**config.mk**
```make
export PLATFORM = sky130hd
export DESIGN_NAME = piso_serializer
export DESIGN_NICKNAME = d
export VERILOG_FILES = /design/src/rtl/piso_serializer.sv
export SDC_FILE = /design/constraint.sdc
export NUM_CORES = 1
export LEC_CHECK = 0
export CORE_AREA = 2 2 39 41
export CTS_CLUSTER_SIZE = 12
export DETAILED_ROUTE_END_ITERATION = 16
export DIE_AREA = 0 0 41 43
export SLEW_MARGIN = 40
export SYNTH_ARGS = -nofsm -noshare
export SYNTH_HDL_FRONTEND = slang
export SYNTH_SLANG_ARGS = --single-unit
```
**constraint.sdc**
```tcl
create_clock -name i_clk -period 1.75 [get_ports i_clk]
set_input_delay 0.2625 -clock i_clk [delete_from_list [all_inputs] [get_ports i_clk]]
set_output_delay 0.2625 -clock i_clk [all_outputs]
set_load 0.05 [all_outputs]
```
**src/rtl/piso_serializer.sv**
```systemverilog
// rtl/piso_serializer.sv - parallel-in serial-out serializer with load/shift handshake
// Two-state FSM; a word loads in IDLE or in the last-bit cycle for gapless back-to-back words.
module piso_serializer #(
  parameter int WIDTH     = 4,
  parameter bit MSB_FIRST = 1'b1
) (
  input  logic             i_clk,
  input  logic             i_reset,
  input  logic             i_load_valid,
  input  logic [WIDTH-1:0] i_din,
  output logic             o_load_ready,
  input  logic             i_shift_en,
  output logic             o_dout,
  output logic             o_dout_valid,
  output logic             o_busy,
  output logic             o_done
);

  localparam int CNT_W = $clog2(WIDTH);
  localparam logic [CNT_W-1:0] LAST_CNT = CNT_W'(WIDTH - 1);

  typedef enum logic {
    IDLE  = 1'b0,
    SHIFT = 1'b1
  } state_t;

  state_t           r_state;
  logic [WIDTH-1:0] r_sreg;
  logic [CNT_W-1:0] r_cnt;
  logic             r_done;

  logic w_in_shift;
  logic w_last;
  logic w_out_bit;

  assign w_in_shift = (r_state == SHIFT);
  assign w_last     = w_in_shift && i_shift_en && (r_cnt == LAST_CNT);
  assign w_out_bit  = MSB_FIRST ? r_sreg[WIDTH-1] : r_sreg[0];

  // Ready depends only on registered state and shift_en, never on load_valid/din.
  assign o_load_ready = (r_state == IDLE) || w_last;
  assign o_dout       = w_in_shift ? w_out_bit : 1'b0;
  assign o_dout_valid = w_in_shift;
  assign o_busy       = w_in_shift;
  assign o_done       = r_done;

  always_ff @(posedge i_clk) begin
    if (i_reset) begin
      r_state <= IDLE;
      r_sreg  <= '0;
      r_cnt   <= '0;
      r_done  <= 1'b0;
    end else begin
      r_done <= 1'b0;
      case (r_state)
        IDLE: begin
          if (i_load_valid) begin
            r_sreg  <= i_din;
            r_cnt   <= '0;
            r_state <= SHIFT;
          end
        end
        SHIFT: begin
          if (i_shift_en) begin
            if (r_cnt == LAST_CNT) begin
              r_done <= 1'b1;
              if (i_load_valid) begin
                r_sreg <= i_din;
                r_cnt  <= '0;
              end else begin
                r_sreg  <= '0;
                r_cnt   <= '0;
                r_state <= IDLE;
              end
            end else begin
              if (MSB_FIRST) begin
                r_sreg <= {r_sreg[WIDTH-2:0], 1'b0};
              end else begin
                r_sreg <= {1'b0, r_sreg[WIDTH-1:1]};
              end
              r_cnt <= r_cnt + 1'b1;
            end
          end
        end
        default: r_state <= IDLE;
      endcase
    end
  end

endmodule

```
---- Yosys cells after proc, flatten, opt, wreduce, memory -nomap -nowiden ----
Index checks and enable logic that the tools add are counted.
operators by class
  shift-type cells ........................ 0
  add/subtract/negate cells ............... 1
  div/mod/pow operators ................... 0
  mux-type cells .......................... 15
  bitwise gates (word level) .............. 2
  reductions and logical operators ........ 5
  multipliers ............................. 0
  eq/ne operators ......................... 3
  order comparisons ....................... 0
operators with widths
  cell                   count
  $mux W4                4
  $pmux W4 S2            1
  $mux W2                3
  $mux W1                5
  $ne A2 B2 Y1 const B   2
  $pmux W2 S2            1
  $reduce_or A3 Y1       1
  $add A2 B1 Y2 const B  1
  $eq A2 B2 Y1 const B   1
  $logic_and A1 B1 Y1    2
  $not A1 Y1             2
  $pmux W1 S2            1
  $reduce_and A2 Y1      1
  $logic_or A1 B1 Y1     1
storage, ports and cells
  latch bits .............................. 0
  RAM bits ................................ 0
  output and inout port bits .............. 5
  input bits .............................. 8
  bits in read-only memories .............. 0
  logic and storage cells ................. 30
  bits in registers ....................... 8
  memories ................................ 0

---- Depth between registers and ports, before layout ----
  word-level depth ........................ 4
  mapped depth ............................ 4
  mapped depth without buffers ............ 4

---- Worst setup path before layout ----
Ideal clock, no wire load.
  kind .................................... register -> output
  start point ............................. reg r_state, in the netlist o_busy
  end point ............................... out o_dout
  setup slack ............................. 0.215 ns
  data arrival time ....................... 1.272 ns
  buffers on the path ..................... 1
  cell stages (with the launch flop) ...... 3
  data required time ...................... 1.487 ns
  cells stage by stage .................... dfxtp_1 -> buf_6 -> and2_1
on the way
  cells in the longest elaborated chain, start to end .. 1
ends and longest elaborated chain
  item                    RTL line  source
  from (decl)             27        state_t r_state;
  from (signal assigned)  49        r_state <= IDLE;
  from (signal assigned)  60        r_state <= SHIFT;
  from (signal assigned)  73        r_state <= IDLE;
  $mux W1                 42        assign o_dout = w_in_shift ? w_out_bit : 1'b0;
  to (decl)               13        output logic o_dout,
Every way passes these cells.

---- Worst setup path after layout ----
  start point ............................. reg r_done, in the netlist o_done
  end point ............................... out o_done
RTL lines
  item                    RTL line  source
  from (decl)             30        logic r_done;
  from (signal assigned)  52        r_done <= 1'b0;
  from (signal assigned)  54        r_done <= 1'b0;
  from (signal assigned)  66        r_done <= 1'b1;
  to (decl)               16        output logic o_done
No word-level cell between the ends.

==> metrics.txt <==
Fill cells=150; Worst Setup End Kind=primary output; cell with the largest stage delay on the worst path=sky130_fd_sc_hd__clkdlybuf4s50_1; Setup-failing EPs final=0; Ports=13; final routed DRC violation total=0; Initial Utilization=between 30% and 40%; CP arrival=1340 ps; global routing usage summed across all routing layers=approximately an eighth; r2r endpoint=r_sreg[1]$_SDFFE_PP0P_; buffers added on ports=12; RSZ-0062 raised after global routing=no; htree depth=1; Pint=around 0.32 mW; Root Buffer=sky130_fd_sc_hd__clkbuf_4; library cell with the largest summed area after synthesis=sky130_fd_sc_hd__dfxtp_1; Mapped Area=428 sq um; die outline width=41 microns; maximum number of pins on one net before global-route repair=12; first-pass GRT wire length=1370 microns; vias in the first global route=290; average vias per placed instance=just over 5; depth of the worst register-to-register path=3; slack of the worst reg-to-reg path=480 ps; adder and majority cell fraction of the synthesized area=under 10%; number of distinct library cells after synthesis=24; number of flops mapped to enable cells by yosys=0; number of cells produced by synthesis=47; estimated wirelength of the detail-placed design=around 630 microns; layout cell share with drive strength beyond 1=20.3%; share of the cycle needed by the critical path after routing=91.7%; First-pass DRT Iterations=2; DR WL/cell=11.5 microns; clock skew=3.08 ps; number of storage elements in the synthesis netlist=8; instance count along the most critical hold path=2; cell count along the critical path=1; P_leak=0.235 nW; Worst Min Path Start=r_sreg[3]$_SDFFE_PP0P_; post-synthesis share of cell area spent on and, or, nand and nor gates=27.8%; fin nets=71; overall die area=1760 sq um; slew at the pin closest to its max-slew limit=between 400 and 500 ps; kind of critical path=flip-flop to primary output; total vias in the final route=378; clock latency on the worst-skew pair=250 ps; final count of hold timing violations=0; antenna violations before repair=0; longest individual stage delay on the worst path=790 ps; clock tree buffer depth=2; min Tclk post-route=1610 ps; Synth async-reset ratio=0%; switching power=0.126 mW; most used flip-flop cell after synthesis=sky130_fd_sc_hd__dfxtp_1; Detailed Route WL=862 microns; TritonCTS clock tree=built; most frequent cells after synthesis=sky130_fd_sc_hd__dfxtp_1 (8), sky130_fd_sc_hd__nor2_1 (8); Die H=43 microns; type of the tightest min-delay check=flip-flop to flip-flop; mean cell area of the mapped netlist=9.10 sq um; capture endpoint of the worst hold path=r_sreg[3]$_SDFFE_PP0P_; post-CTS setup-driven buffer insertion count=0; combinational share of power=22.6%; combinational family with the most area after synthesis=simple AND/OR/NAND/NOR gates; clock slew at reported path FFs=60 ps; clock network fraction of total power=31.8%; sum of overflow across all layers after global routing=0; cell chain of the critical path=clkdlybuf4s50_1; result of the run=complete, no violations; Syn-to-layout area delta=36.3%; Inserted Clock Buffers=3; sequential cell area fraction in the yosys report=37.4%; Seq pwr share=45.6%; XOR/XNOR share of the synthesized area=0%; count of buffering cells on the critical path with inverters included=1; number of design-rule violations left by the first detailed-router iteration=1; biggest area contributors in the synthesized netlist=sky130_fd_sc_hd__dfxtp_1 (37%), sky130_fd_sc_hd__nor2_1 (7.0%), sky130_fd_sc_hd__a311oi_1 (6.1%), sky130_fd_sc_hd__ha_1 (5.8%), sky130_fd_sc_hd__nor2b_1 (4.4%); Placed Area=561 sq um; Sinks on Clock Net=8; area fraction in compound gates after synthesis=17.0%; beginning of the worst register-to-register path=o_busy$_SDFF_PP0_; maximum VDD drop=0.235 mV; Synth top area share=37.4%; worst-path maximum fanout=1; portion of netlist area occupied by mux cells=5.85%; total inserted antenna cells=0; Final Slew Violations=0; worst setup slack after placement=around 260 ps; minimum setup slack in the final design=145 ps; element type at the critical path start=flip-flop; YS warnings=0; relative slew slack=67.5%; sum of negative setup slack=0 ps; required arrival time at the worst endpoint=1490 ps; worst hold margin=492 ps; total power divided by cell area=765 nW/um^2; area of the core region=1380 sq um; antenna viol nets, final=0; Max Cap Violations=0; CTS Hold Buffers Added=0; area of all placed cells without fillers=a little under 600 sq um; Switching Fraction=28.2%; number of cells upsized or downsized after cts=0; net count of the mapped netlist=57; category of cells accounting for the largest share of critical-path delay=buffers and inverters; routability congestion estimate=between 0.7 and 0.8; row cnt=14; Fmax achieved=623 MHz
[layout by cell type (no fill, tap or decap), types with 2 or more instances in the layout]
cell type	Yosys	routed
sky130_fd_sc_hd__nor2b_1	3	3
sky130_fd_sc_hd__clkdlybuf4s50_1	0	8
sky130_fd_sc_hd__buf_12	0	2
sky130_fd_sc_hd__nor2_1	8	8
sky130_fd_sc_hd__nand2_1	3	3
sky130_fd_sc_hd__ha_1	2	2
sky130_fd_sc_hd__clkbuf_4	0	3
sky130_fd_sc_hd__nor4_1	3	3
sky130_fd_sc_hd__buf_4	1	2
sky130_fd_sc_hd__dfxtp_1	8	8
sky130_fd_sc_hd__a311oi_1	3	3
[registers in the layout, indices dropped and copies added (netlist names)]
register  flops
o_done        1
o_busy        1
r_sreg        4
r_cnt         2
[metal layers]
layer | GRT usage (%) | vias up | part of all wire [%]
met1 | 18.4 | 169 | 50
met4 | 10.0 | 0 | 1.2
met3 | 6.28 | 2 | 5.8
li1 | - | 196 | -
met5 | 0 | - | 0
met2 | 12.5 | 11 | 43
[worst min-delay path: cells and delay by family, from the launching register on]
| kind | cells | cell delay (ps) |
|---|---|---|
| AND/OR/NAND/NOR | 2 | 140 |
| flip-flops | 1 | 310 |
[stage by stage]
stage               util [%]  power [mW]  cells
floorplan                  -       0.269     47
global placement        40.5       0.308     72
finish                  42.1       0.446     75
CTS                     42.1       0.459     75
global route            42.1       0.480     75
detailed placement      40.5       0.309     72
[cell type report]
type                       instances  area [sq um]  area share (%)
inverter                           1          3.75           0.644
timing repair buffer              12           135            23.2
clock buffer                       3          22.5            3.86
multi-input combinational         35           241            41.4
sequential                         8           160            27.5
tap                               16          20.0            3.43
[cells by family (layout without fill, tap and decap cells)]
family          Yosys count  in the layout
flops                     8              8
fa+ha+maj                 2              2
mux                       2              2
simple gates             23             23
buf+inv                   4             16
compound gates            8              8
[power by group through the flow]
stage | Clock [mW] | Sequential, mW | Combinational (mW)
after floorplan | 0 | 0.208 | 0.0612
after global placement | 0 | 0.207 | 0.101
after detailed placement | 0 | 0.208 | 0.101
after CTS | 0.154 | 0.204 | 0.102
after global routing | 0.165 | 0.205 | 0.109
final | 0.142 | 0.203 | 0.101
[worst max-delay path by stage]
stage | startpoint | to | slack [ps]
CTS | o_done$_SDFF_PP0_ | o_done | 130
detailed placement | i_shift_en | r_cnt[0]$_SDFFE_PP0P_ | 260
global placement | i_shift_en | r_cnt[0]$_SDFFE_PP0P_ | 280
global route | o_done$_SDFF_PP0_ | o_done | 100
finish | o_done$_SDFF_PP0_ | o_done | 140
floorplan | o_busy$_SDFF_PP0_ | o_dout | 220
No activity file was read; power rests on OpenSTA's default activity.
